==> config.mk <==
export PLATFORM = sky130hd
export DESIGN_NAME = bcd_share_sched
export DESIGN_NICKNAME = d
export VERILOG_FILES = /design/src/rtl/bcd_share_sched.sv
export SDC_FILE = /design/constraint.sdc
export NUM_CORES = 1
export LEC_CHECK = 0
export ABC_AREA = 1
export BUFFER_PORTS_ARGS = -buffer_cell sky130_fd_sc_hd__buf_2
export CAP_MARGIN = 15
export CORE_UTILIZATION = 50
export CTS_CLUSTER_DIAMETER = 150
export CTS_CLUSTER_SIZE = 20
export DETAILED_ROUTE_END_ITERATION = 12
export GPL_ROUTABILITY_DRIVEN = 0
export PLACE_DENSITY_LB_ADDON = 0.08
export SLEW_MARGIN = 40
export SYNTH_ARGS = -nofsm -noshare
export SYNTH_HDL_FRONTEND = slang
export SYNTH_SLANG_ARGS = --single-unit
==> constraint.sdc <==
create_clock -name clk -period 2.2 [get_ports clk]
set_input_delay 0.11 -clock clk [delete_from_list [all_inputs] [get_ports clk]]
set_output_delay 0.11 -clock clk [all_outputs]
set_load 0.005 [all_outputs]
==> src/rtl/bcd_share_sched.sv <==
// Round-robin sharing of one binary-to-BCD converter among three display requesters.
// Latches request pulses, drives the granted value, waits out the converter latency, captures the result.
module bcd_share_sched #(
  parameter int BIN_W    = 13,
  parameter int BCD_W    = 16,
  parameter int CONV_LAT = 16
) (
  input  logic             clk,
  input  logic             reset,
  input  logic [2:0]       req,
  input  logic [BIN_W-1:0] bin0,
  input  logic [BIN_W-1:0] bin1,
  input  logic [BIN_W-1:0] bin2,
  output logic [BCD_W-1:0] bcd0,
  output logic [BCD_W-1:0] bcd1,
  output logic [BCD_W-1:0] bcd2,
  output logic [2:0]       ack,
  output logic [BIN_W-1:0] conv_bin,
  input  logic [BCD_W-1:0] conv_bcd,
  output logic             busy,
  output logic [1:0]       grant_id
);

  typedef enum logic {IDLE = 1'b0, WAIT = 1'b1} state_t;

  localparam int              CNT_W    = 5;
  localparam logic [CNT_W-1:0] CNT_LAST = CNT_W'(CONV_LAT - 1);

  state_t           state_q, state_d;
  logic [CNT_W-1:0] cnt_q, cnt_d;
  logic [2:0]       pending_q, pending_d;
  logic [1:0]       rr_ptr_q, rr_ptr_d;
  logic [1:0]       grant_q, grant_d;
  logic [BIN_W-1:0] conv_bin_q, conv_bin_d;
  logic [BCD_W-1:0] bcd0_q, bcd0_d, bcd1_q, bcd1_d, bcd2_q, bcd2_d;
  logic [2:0]       ack_q, ack_d;
  logic [2:0]       pick_s;
  logic [BIN_W-1:0] pick_bin_s;

  // Returns {valid, index} of the first pending requester starting at ptr, modulo 3.
  function automatic logic [2:0] rr_pick(input logic [2:0] pend, input logic [1:0] ptr);
    logic [2:0] r;
    r = 3'b000;
    for (int k = 2; k >= 0; k--) begin
      int unsigned i;
      i = (int'(ptr) + k) % 3;
      if (pend[i]) begin
        r = {1'b1, 2'(i)};
      end else begin
        r = r;
      end
    end
    return r;
  endfunction

  // Round-robin arbitration and selection of the granted binary value.
  always_comb begin
    pick_s = rr_pick(pending_q, rr_ptr_q);
    case (pick_s[1:0])
      2'd0:    pick_bin_s = bin0;
      2'd1:    pick_bin_s = bin1;
      default: pick_bin_s = bin2;
    endcase
  end

  // Next-state logic: grant from IDLE, count and capture in WAIT.
  always_comb begin
    state_d    = state_q;
    cnt_d      = cnt_q;
    pending_d  = pending_q | req;
    rr_ptr_d   = rr_ptr_q;
    grant_d    = grant_q;
    conv_bin_d = conv_bin_q;
    bcd0_d     = bcd0_q;
    bcd1_d     = bcd1_q;
    bcd2_d     = bcd2_q;
    ack_d      = 3'b000;
    case (state_q)
      IDLE: begin
        if (pick_s[2]) begin
          state_d    = WAIT;
          grant_d    = pick_s[1:0];
          cnt_d      = {CNT_W{1'b0}};
          conv_bin_d = pick_bin_s;
          // A request on the granting edge re-arms the bit so it is served again.
          pending_d  = (pending_q & ~(3'b001 << pick_s[1:0])) | req;
        end else begin
          state_d = IDLE;
        end
      end
      WAIT: begin
        if (cnt_q == CNT_LAST) begin
          state_d  = IDLE;
          ack_d    = 3'b001 << grant_q;
          rr_ptr_d = (grant_q == 2'd2) ? 2'd0 : grant_q + 2'd1;
          grant_d  = 2'd0;
          case (grant_q)
            2'd0:    bcd0_d = conv_bcd;
            2'd1:    bcd1_d = conv_bcd;
            default: bcd2_d = conv_bcd;
          endcase
        end else begin
          cnt_d = cnt_q + {{(CNT_W-1){1'b0}}, 1'b1};
        end
      end
      default: begin
        state_d = IDLE;
      end
    endcase
  end

  // State and output registers with synchronous reset.
  always_ff @(posedge clk) begin
    if (reset) begin
      state_q    <= IDLE;
      cnt_q      <= {CNT_W{1'b0}};
      pending_q  <= 3'b000;
      rr_ptr_q   <= 2'd0;
      grant_q    <= 2'd0;
      conv_bin_q <= {BIN_W{1'b0}};
      bcd0_q     <= {BCD_W{1'b0}};
      bcd1_q     <= {BCD_W{1'b0}};
      bcd2_q     <= {BCD_W{1'b0}};
      ack_q      <= 3'b000;
    end else begin
      state_q    <= state_d;
      cnt_q      <= cnt_d;
      pending_q  <= pending_d;
      rr_ptr_q   <= rr_ptr_d;
      grant_q    <= grant_d;
      conv_bin_q <= conv_bin_d;
      bcd0_q     <= bcd0_d;
      bcd1_q     <= bcd1_d;
      bcd2_q     <= bcd2_d;
      ack_q      <= ack_d;
    end
  end

  assign bcd0     = bcd0_q;
  assign bcd1     = bcd1_q;
  assign bcd2     = bcd2_q;
  assign ack      = ack_q;
  assign conv_bin = conv_bin_q;
  assign busy     = (state_q == WAIT);
  assign grant_id = grant_q;

endmodule

* Yosys cells after proc, flatten, opt, wreduce, memory -nomap -nowiden
Index checks and enable logic that the tools add are counted.
W data, S select, Z words.
** Word-level totals
- Flip-flop bits (word level) :: 77
- Bits in latches :: 0
- RAM bits :: 0
- Bits in read-only memories :: 0
- Output and inout bits :: 67
- Logic and storage cells :: 69
- Memories :: 0
** Cells by class
- Add/sub/neg operators :: 4
- Multipliers :: 0
- Divide/modulo/power cells :: 3
- Order comparisons :: 3
- Equal/unequal tests :: 7
- Shift-type cells :: 2
- Mux-type cells :: 22
- Bitwise logic cells :: 7
- Reductions and logical operators :: 11
** Operator list (number)
- $lt A32 B3 Y1 const B :: 3
- $mod A32 B3 Y32 const B :: 2
- $mod A3 B3 Y32 const B :: 1
- $pmux W13 S2 :: 1
- $mux W3 :: 5
- $mux W5 :: 2
- $pmux W5 S2 :: 1
- $reduce_and A3 Y1 :: 3
- $reduce_and A2 Y1 :: 4
- $bmux W1 S2 :: 3
- $mux W2 :: 3
- $or A3 B3 Y3 :: 2
- $shl A1 B2 Y3 const A :: 2
- $add A5 B1 Y5 const B :: 1
- $eq A5 B4 Y1 const B :: 1
- $mux W1 :: 5
- $eq A2 B1 Y1 const B :: 2
- $logic_not A2 Y1 :: 2
- $ne A2 B2 Y1 const B :: 2
- $pmux W2 S2 :: 1
- $add A2 B1 Y3 const B :: 1
- $add A2 B2 Y3 const B :: 1
- $and A3 B3 Y3 :: 1
- $not A1 Y1 :: 3
- other kinds (7) :: 7

* Logic depth before layout (Yosys ltp)
Gate-level depths: netlist of the first run.
- Depth after elaboration :: 13
- Gate-level depth with buffers :: 15
- Mapped depth without buffers :: 14

* Worst setup path after synthesis of the first run
No wires, ideal clock.
- Kind :: register -> register
- Start point :: register cnt_q[0]
- End point :: register bcd0_q[10] (netlist: bcd0[10])
- Library setup time :: 116 ps
- Arrival time :: 1706 ps
- Slack :: 378 ps
- Cell stages (with the launch flop) :: 11
- Buffers on the path :: 1
- Cells stage by stage :: dfxtp_1 > ha_1 > nand2_1 > nor2_1 > ha_1 > nand2_1 > nor3_2 > inv_2 > clkbuf_1 > nor2_1 > nor2_1
** On the way
- Longest elaborated chain between the ends :: 2
** Ends and longest elaborated chain
- start, declared :: line 30 : logic [CNT_W-1:0] cnt_q, cnt_d;
- start signal, assigned :: line 116 : cnt_q <= {CNT_W{1'b0}};
- start signal, assigned :: line 127 : cnt_q <= cnt_d;
- $eq A5 B4 Y1 :: line 92 : if (cnt_q == CNT_LAST) begin
- $reduce_and A3 Y1 (no source line)
- end signal, assigned :: line 121 : bcd0_q <= {BCD_W{1'b0}};
- end, declared :: line 35 : logic [BCD_W-1:0] bcd0_q, bcd0_d, bcd1_q, bcd1_d, bcd2_q, bcd2_d;
No other way between the ends.
A chain may end at the register's enable or synchronous reset.

* Worst setup path after layout of the first run
- Start point :: register rr_ptr_q[1]
- End point :: register conv_bin_q[11] (netlist: conv_bin[11])
** On the way
- Longest elaborated chain between the ends :: 9
- Elaborated cells between the ends (all ways) :: 18
** Ends and longest elaborated chain
- start, declared :: line 32 : logic [1:0] rr_ptr_q, rr_ptr_d;
- start signal, assigned :: line 129 : rr_ptr_q <= rr_ptr_d;
- $add A2 B2 Y3 :: line 46 : i = (int'(ptr) + k) % 3;
- $mod A32 B3 Y32 :: line 46
- $bmux W1 S2 :: line 47 : if (pend[i]) begin
- $mux W1 (not written as such) :: line 47
- $mux W3 (2 in a row) :: line 47
- $mux W3 * :: line 47
- $eq A2 B1 Y1 or $logic_not A2 Y1 (tied branches) :: line 59 : case (pick_s[1:0])
- $pmux W13 S2 :: line 59
- end signal, assigned :: line 120 : conv_bin_q <= {BIN_W{1'b0}};
- end signal, assigned :: line 131 : conv_bin_q <= conv_bin_d;
- end, declared :: line 34 : logic [BIN_W-1:0] conv_bin_q, conv_bin_d;
Mark *: on every way between the ends. The rest lies on a longest branch, timed or not. The select of a mux whose other input is x is not followed.

==> impl_results.md, run 1 <==
* Status: complete, no violations
* Final Cell Area at 4440 um2
* Global Route Usage Sum at 23.6%
* Post-Synth Adder-Cell Area at 1.77%
* Sequential element share of the synthesized area at 43.6%
* Max-slew headroom at 74.6%
* Main combinational cell family by area after synthesis: simple AND/OR/NAND/NOR gates
* Clock-pin slew on the worst setup and hold paths at 0.08 ns
* Worst skew pair latency at 0.34 ns
* Total of max-cap violations at 0
* Die span in x at around 86 um
* Via count at about 3400
* Grt ovf at 0
* Mux share of post-synthesis cell area at 0%
* Finish-stage setup viols at 0
* Synth Flop Type: dfxtp_1
* Ys Warns at 0
* Setup CP Type: reg -> reg
* P per Cell Area at 665 nW/um2
* RR Startpoint: rr_ptr_q[1]$_SDFFE_PP0P_
* Placeable core region at 6830 um2
* First-pass GRT wire length at 13900 um
* Row count at 30
* Port Buf Inserts at 126
* CTS sink count at between 70 and 80
* Leakage at 0.00223 uW
* EDFF count, synth at 0
* FFs w/ async S/R, synth at 0%
* Crit path time final at 1.97 ns
* Critical Path RT at ~2.5 ns
* Most frequent cells after synthesis: nor2_1, dfxtp_1, nand2_1, o21ai_0, inv_1
* Longest Clk Path Bufs at 2
* Fin crit share at 89.6%
* Layout Nets at 662
* Slew Limit Fails at 0
* Total CTS buffers at 9
* Initial antenna violation count at 0
* Count leader, synth: nor2_1
* Syn nets at between 500 and 600
* Tightest Pin Transition at around 0.38 ns
* Drc violations at 0
* Mapped Cells at about 470
* Clock Tree Root: clkbuf_8
* DIE AREA at between 7000 and 8000 um2
* Initial Util at 51.8%
* HP Class: in -> reg
* Post-DR vias/cell at approximately 4.8
* WHS Endpoint: bcd1[5]$_SDFFE_PP0P_
* VDD IR max at 0.467 mV
* Top cells by area, synth: dfxtp_1, nor2_1, o21ai_0
* Antenna diode count at 0
* Netlist cell types at 26
* Drt wl/cell at 12.2 um
* WHS Path Cells at 3
* Final hold viol count at 0
* RSZ-0062 raised after global routing: false
* CTS HTree Levels at 3
* Vias in the first global route at roughly 3000
* Buffers inserted by post-CTS timing repair at 0
* Simple-Gate Fraction of Synth Area at 30.3%
* Die H at 86.1 um
* Worst hold start: conv_bcd[5]
* Placed inst area at 4210 um2
* Critical Path Sink Type: register
* CTS tree: yes
* CP startpoint kind: register
* XOR/XNOR share of the synthesized area at 0%
* Largest area contributor in the netlist: dfxtp_1
* I/O pin total at roughly 130
* Worst R2R End: conv_bin[11]$_SDFFE_PP0P_
* DRT iter0 DRCs at 128
* WP data arrival at 2.25 ns
* Final WL at 8530 um
* FF+latch count, synth at 77
* Share of layout cells above drive strength 1 at between 30% and 40%
* Crit-path max FO at 13
* Compound-Gate Fraction of Synth Area at 14.6%
* Largest net degree at the start of global routing at 49
* Area grow syn2layout at 25.6%
* Maximum clock frequency at 507 MHz
* R2r worst-path depth at 14
* Reg2Reg Setup Slack at 0.23 ns
* Avg Cell Area, Syn at 7.50 um2
* Antenna-violating nets left at 0
* Fillcell total at 651
* TNS Setup at 0 ns
* Final HPWL DP at around 6000 um
* Synth top area share at 43.6%
* Synthesized area at 3540 um2
* Drt first pass iters at 5
* Clock skew at 0.00857 ns
-- cell type report --
type,count,area [um2],area share [%]
multi-input cells,322,1670,37.6
flip-flops and latches,77,1540,34.7
repair buffers,139,751,16.9
inverters,48,180,4.05
clock buffers,9,124,2.79
well taps,96,120,2.70
clock inverters,7,57.6,1.30
-- worst max-delay path, stage by stage, from the launching register on --
cell     delay, ns
dfxtp_1       0.41
inv_1         0.06
ha_1          0.22
inv_2         0.11
nand2_2       0.08
nand3_4       0.11
nand2_4       0.08
nand2_2       0.13
buf_4         0.26
nand3_2       0.10
nand2_1       0.08
inv_2         0.03
nand2_1       0.04
nand2_1       0.06
a21oi_2       0.11
-- per-layer routing --
metal | GRT usage, % | share of wire [%]
met1 | 28.7 | 45
met2 | 41.0 | 48
met3 | 5.58 | 5.7
met4 | 7.42 | 1.3
met5 | 0 | 0
-- sequential cells by signal (all words and copies together), names as in the netlist --
name and count:
cnt_q 5, bcd1 16, bcd2 16, bcd0 16, pending_q 3, busy 1
grant_id 2, conv_bin 13, ack 3, rr_ptr_q 2
-- how the worst max path moves through the flow --
stage | from | end | cells past startpoint
floorplan | cnt_q[0]$_SDFFE_PP0P_ | bcd0[10]$_SDFFE_PP0P_ | 10
global placement | rr_ptr_q[0]$_SDFFE_PP0P_ | conv_bin[12]$_SDFFE_PP0P_ | 11
detailed placement | rr_ptr_q[0]$_SDFFE_PP0P_ | conv_bin[7]$_SDFFE_PP0P_ | 13
CTS | rr_ptr_q[0]$_SDFFE_PP0P_ | conv_bin[6]$_SDFFE_PP0P_ | 12
global route | rr_ptr_q[1]$_SDFFE_PP0P_ | conv_bin[6]$_SDFFE_PP0P_ | 12
finish | rr_ptr_q[1]$_SDFFE_PP0P_ | conv_bin[11]$_SDFFE_PP0P_ | 14
-- per-stage QoR --
| stage | power, uW | hold slack (ns) | util [%] | worst slack [ns] | cells |
|---|---|---|---|---|---|
| 3_3_place_gp | 1980 | 0.313 | 61.6 | 0.277 | 678 |
| 4_1_cts | 2980 | 0.00229 | 64.8 | 0.205 | 698 |
| 3_5_place_dp | 1990 | 0.347 | 61.6 | 0.227 | 678 |
| 6_report | 2960 | 0.0132 | 65.1 | 0.228 | 698 |
| 2_1_floorplan | 1860 | 0.227 | - | 0.378 | 472 |
| 5_1_grt | 3100 | 0.00577 | 65.1 | 0.0137 | 698 |
-- report_power, final --
| group | internal [uW] | leakage [uW] | switching (uW) |
|---|---|---|---|
| clock network | 423 | 0.0000829 | 557 |
| registers | 1440 | 0.000624 | 33.4 |
| logic | 200 | 0.00153 | 302 |
-- cell usage in the layout (no fill, tap or decap), drive strengths merged --
| cell | netlist | routed |
|---|---|---|
| nor2 | 100 | 100 |
| nor3 | 5 | 5 |
| dfxtp | 77 | 77 |
| o21ai | 52 | 52 |
| ha | 5 | 5 |
| buf | 10 | 135 |
| clkinvlp | 0 | 3 |
| nand2 | 75 | 75 |
| dlygate4sd3 | 0 | 4 |
| inv | 48 | 51 |
| or2 | 1 | 1 |
| nand3 | 40 | 40 |
| a31oi | 1 | 1 |
| clkinv | 0 | 1 |
| nand3b | 2 | 2 |
| clkbuf | 15 | 9 |
| o22ai | 1 | 1 |
| a21oi | 40 | 40 |
-- cells by family after synthesis --
kind of cell	after synthesis
compound gates	94
fa+ha+maj	5
buf+inv	73
flops	77
simple gates	223
-- timing repair --
| action | CTS | global route |
|---|---|---|
| hold buffers | 4 | 0 |
| hold endpoints to repair | 4 | 0 |
| gates resized for setup | 0 | 2 |
| setup endpoints to repair | 0 | 13 |
(Power assumes the default switching activity.)
==> run 2: changes to the inputs <==
--- a/config.mk
+++ b/config.mk
@@ -14,6 +14,7 @@
 export DETAILED_ROUTE_END_ITERATION = 12
 export GPL_ROUTABILITY_DRIVEN = 0
 export PLACE_DENSITY_LB_ADDON = 0.08
+export SETUP_SLACK_MARGIN = 0.4
 export SLEW_MARGIN = 40
 export SYNTH_ARGS = -nofsm -noshare
 export SYNTH_HDL_FRONTEND = slang
==> run 2 against run 1 <==
  * Hold slack about the same
  * Utilization increased by 5.4 points
  * Sequential cell count unchanged
  * Total power increased by 3.4%
  * Non-clock buffer count increased by 17
  * Via count increased by 4.1%
  * Critical path type unchanged
  * Largest cell class unchanged
  * Highest routed layer unchanged
==> impl_results.md, run 2 (synthesis results as in run 1) <==
* Status: complete, no violations
* Net switching power at 941 uW (+5.4%)
* HP Class: in -> reg
* Placed inst area at 4210 um2 (unchanged)
* Largest net degree at the start of global routing at 49 (unchanged)
* Antenna diode count at 0 (unchanged)
* TNS Setup at 0 ns (unchanged)
* Area grow syn2layout at 36.0%
* Tightest Pin Transition at 0.386 ns (+0.00551 ns)
* Most frequent cells in the layout: buf_2, nor2_1, dfxtp_1
* Port Buf Inserts at 126 (unchanged)
* Global Route Usage Sum at 24.5% (+0.91 points)
* Crit path top cell by count: nand2_1
* P per Cell Area at 635 nW/um2 (-4.5%)
* DRT iter0 DRCs at 120 (-6.3%)
* Total of max-cap violations at 0 (unchanged)
* I/O pin total at 127 (unchanged)
* Final core utilization at 70.4% (+5.4 points)
* Setup CP Type: reg -> reg
* Fillcell total at 594 (-8.8%)
* Grt ovf at 0 (unchanged)
* Maximum clock frequency at 539 MHz (+6.2%)
* Worst stage delay on the critical path at 0.39 ns (-0.02 ns)
* Crit-path max FO at 7 (-6)
* CTS HTree Levels at 3 (unchanged)
* WP data arrival at 2.14 ns (-0.11 ns)
* Clock network power share at 32.2% (-1.0 points)
* Layout Nets at 681 (+2.9%)
* Commonest non-fill, non-tap cell in the layout: buf_2
* Clock-pin slew on the worst setup and hold paths at 0.09 ns (about the same)
* Via count at 3524 (+4.1%)
* DIE AREA at 7420 um2 (unchanged)
* Post-Place Cells at 678 (unchanged)
* Max-slew headroom at 74.2% (-0.37 points)
* Clock skew at 0.00800 ns (-0.000563 ns)
* Final Cell Area at 4810 um2 (+8.3%)
* Comb pwr share at 19.4% (+2.4 points)
* VDD IR max at 0.473 mV (+1.2%)
* Initial Util at 51.8% (unchanged)
* Final Instance Count excl. Fillers at 717 (+2.7%)
* CP Cell Sequence: inv_4 > ha_4 > inv_4 > nand3_1 > nand3b_1 > nand2_8 > buf_12 > nand3_2 > nand2_1 > inv_1 > nand2_1 > nand2_1 > a21oi_2
* Fin crit share at 84.4% (-5.3 points)
* Clock Tree Root: clkbuf_8
* Total CTS buffers at 9 (unchanged)
* Drc violations at 0 (unchanged)
* Share of layout cells above drive strength 1 at 40.6% (+5.4 points)
* Drt first pass iters at 4 (-1)
* Drt wl/cell at 13.2 um (+8.0%)
* CP startpoint kind: register
* Pint at 2120 uW (+2.6%)
* Antenna-violating nets left at 0 (unchanged)
* Sw Share at 30.8% (+0.58 points)
* Critical Path Sink Type: register
* Longest Clk Path Bufs at 2 (unchanged)
* Vias in the first global route at 3169 (+2.9%)
* Die span in x at 86.1 um (unchanged)
* Slew Limit Fails at 0 (unchanged)
* Worst skew pair latency at 0.35 ns (about the same)
* First-pass GRT wire length at 14400 um (+3.7%)
* RSZ-0062 raised after global routing: true
* Leakage at 0.00236 uW (+5.7%)
* Row count at 30 (unchanged)
* Critical Path RT at 2.48 ns (about the same)
* Final WL at 9470 um (+11%)
* Final HPWL DP at 5870 um (unchanged)
* Placeable core region at 6830 um2 (unchanged)
* Max stage delay cell, worst path: dfxtp_4
* Post-DR vias/cell at 4.91 (+1.4%)
* Initial antenna violation count at 0 (unchanged)
* Final hold viol count at 0 (unchanged)
* Part of the power in registers at 48.3% (-1.5 points)
* CTS sink count at 77 (unchanged)
* Finish-stage setup viols at 0 (unchanged)
* Crit path time final at 1.86 ns (-0.116 ns)
* CTS tree: yes
* Hold slack at 0.0132 ns (+0.0000374 ns)
* Die H at 86.1 um (unchanged)
==> run 2: cell count changes in the layout (fill, tap and decap cells not counted), moves of 3 or more <==
cell | previous run | this run
buf_4 | 8 | 17
buf_6 | 0 | 4
dfxtp_1 | 77 | 73
ha_1 | 5 | 1
ha_4 | 0 | 4
inv_4 | 0 | 3
nand2_1 | 67 | 60
nand2_2 | 4 | 8
nand3_1 | 19 | 16
nand3_2 | 20 | 23
==> run 2: final cells by class <==
type / instances / area (um2) / share of cell area, %
repair buffers: 156 / 943 / 19.6
clock inverters: 7 / 57.6 / 1.20
multi-input cells: 323 / 1820 / 37.8
clock buffers: 9 / 124 / 2.57
repair inverters: 1 / 7.51 / 0.156
well taps: 96 / 120 / 2.50
flip-flops and latches: 77 / 1550 / 32.2
inverters: 48 / 188 / 3.90
==> run 2: per-layer routing <==
layer / up-vias / share of wire [%] / track usage, %
met5: - / 0 / 0
met4: 0 / 1.0 / 7.58
met3: 8 / 6.0 / 5.77
met2: 112 / 50 / 42.3
met1: 1616 / 43 / 30.1
li1: 1788 / - / -
==> run 2: worst paths after layout <==
path / slack [ns] / cells past startpoint / start / to
max: 0.34 / 13 / rr_ptr_q[0]$_SDFFE_PP0P_ / conv_bin[0]$_SDFFE_PP0P_
min: 0.01 / 3 / conv_bcd[5] / bcd1[5]$_SDFFE_PP0P_
max reg2reg: 0.34 / 13 / rr_ptr_q[0]$_SDFFE_PP0P_ / conv_bin[0]$_SDFFE_PP0P_
min reg2reg: 0.45 / 2 / bcd2[4]$_SDFFE_PP0P_ / bcd2[4]$_SDFFE_PP0P_
==> run 2: stage by stage <==
stage,setup slack (ns),total power (uW)
2_1_floorplan,0.378,1860
3_3_place_gp,0.277,1980
3_5_place_dp,0.227,1990
4_1_cts,0.387,3030
5_1_grt,0.241,3200
6_report,0.344,3060
==> run 2: timing repair <==
action,in CTS,in global routing
setup buffers,10,5
endpoints found under the hold margin,4,0
gates resized for setup,22,24
cloned,2,2
hold buffers,4,0
pin swaps,5,11
endpoints found under the setup margin,54,55
==> run 2: power by group through the flow <==
stage | clock network [uW] | registers, uW | logic, uW
after global placement | 0 | 1500 | 477
after detailed placement | 0 | 1500 | 488
final | 985 | 1480 | 594
after global routing | 1060 | 1480 | 655
after floorplan | 0 | 1500 | 354
after CTS | 1010 | 1480 | 542
==> run 2: critical path, delay by kind of cell, from the launching register on <==
| family | cells | cell delay, ns |
|---|---|---|
| AND/OR/NAND/NOR | 7 | 0.75 |
| flip-flops | 1 | 0.39 |
| buffers and inverters | 4 | 0.28 |
| adder cells (fa/ha/maj) | 1 | 0.24 |
| AO/OA/AOI/OAI | 1 | 0.13 |
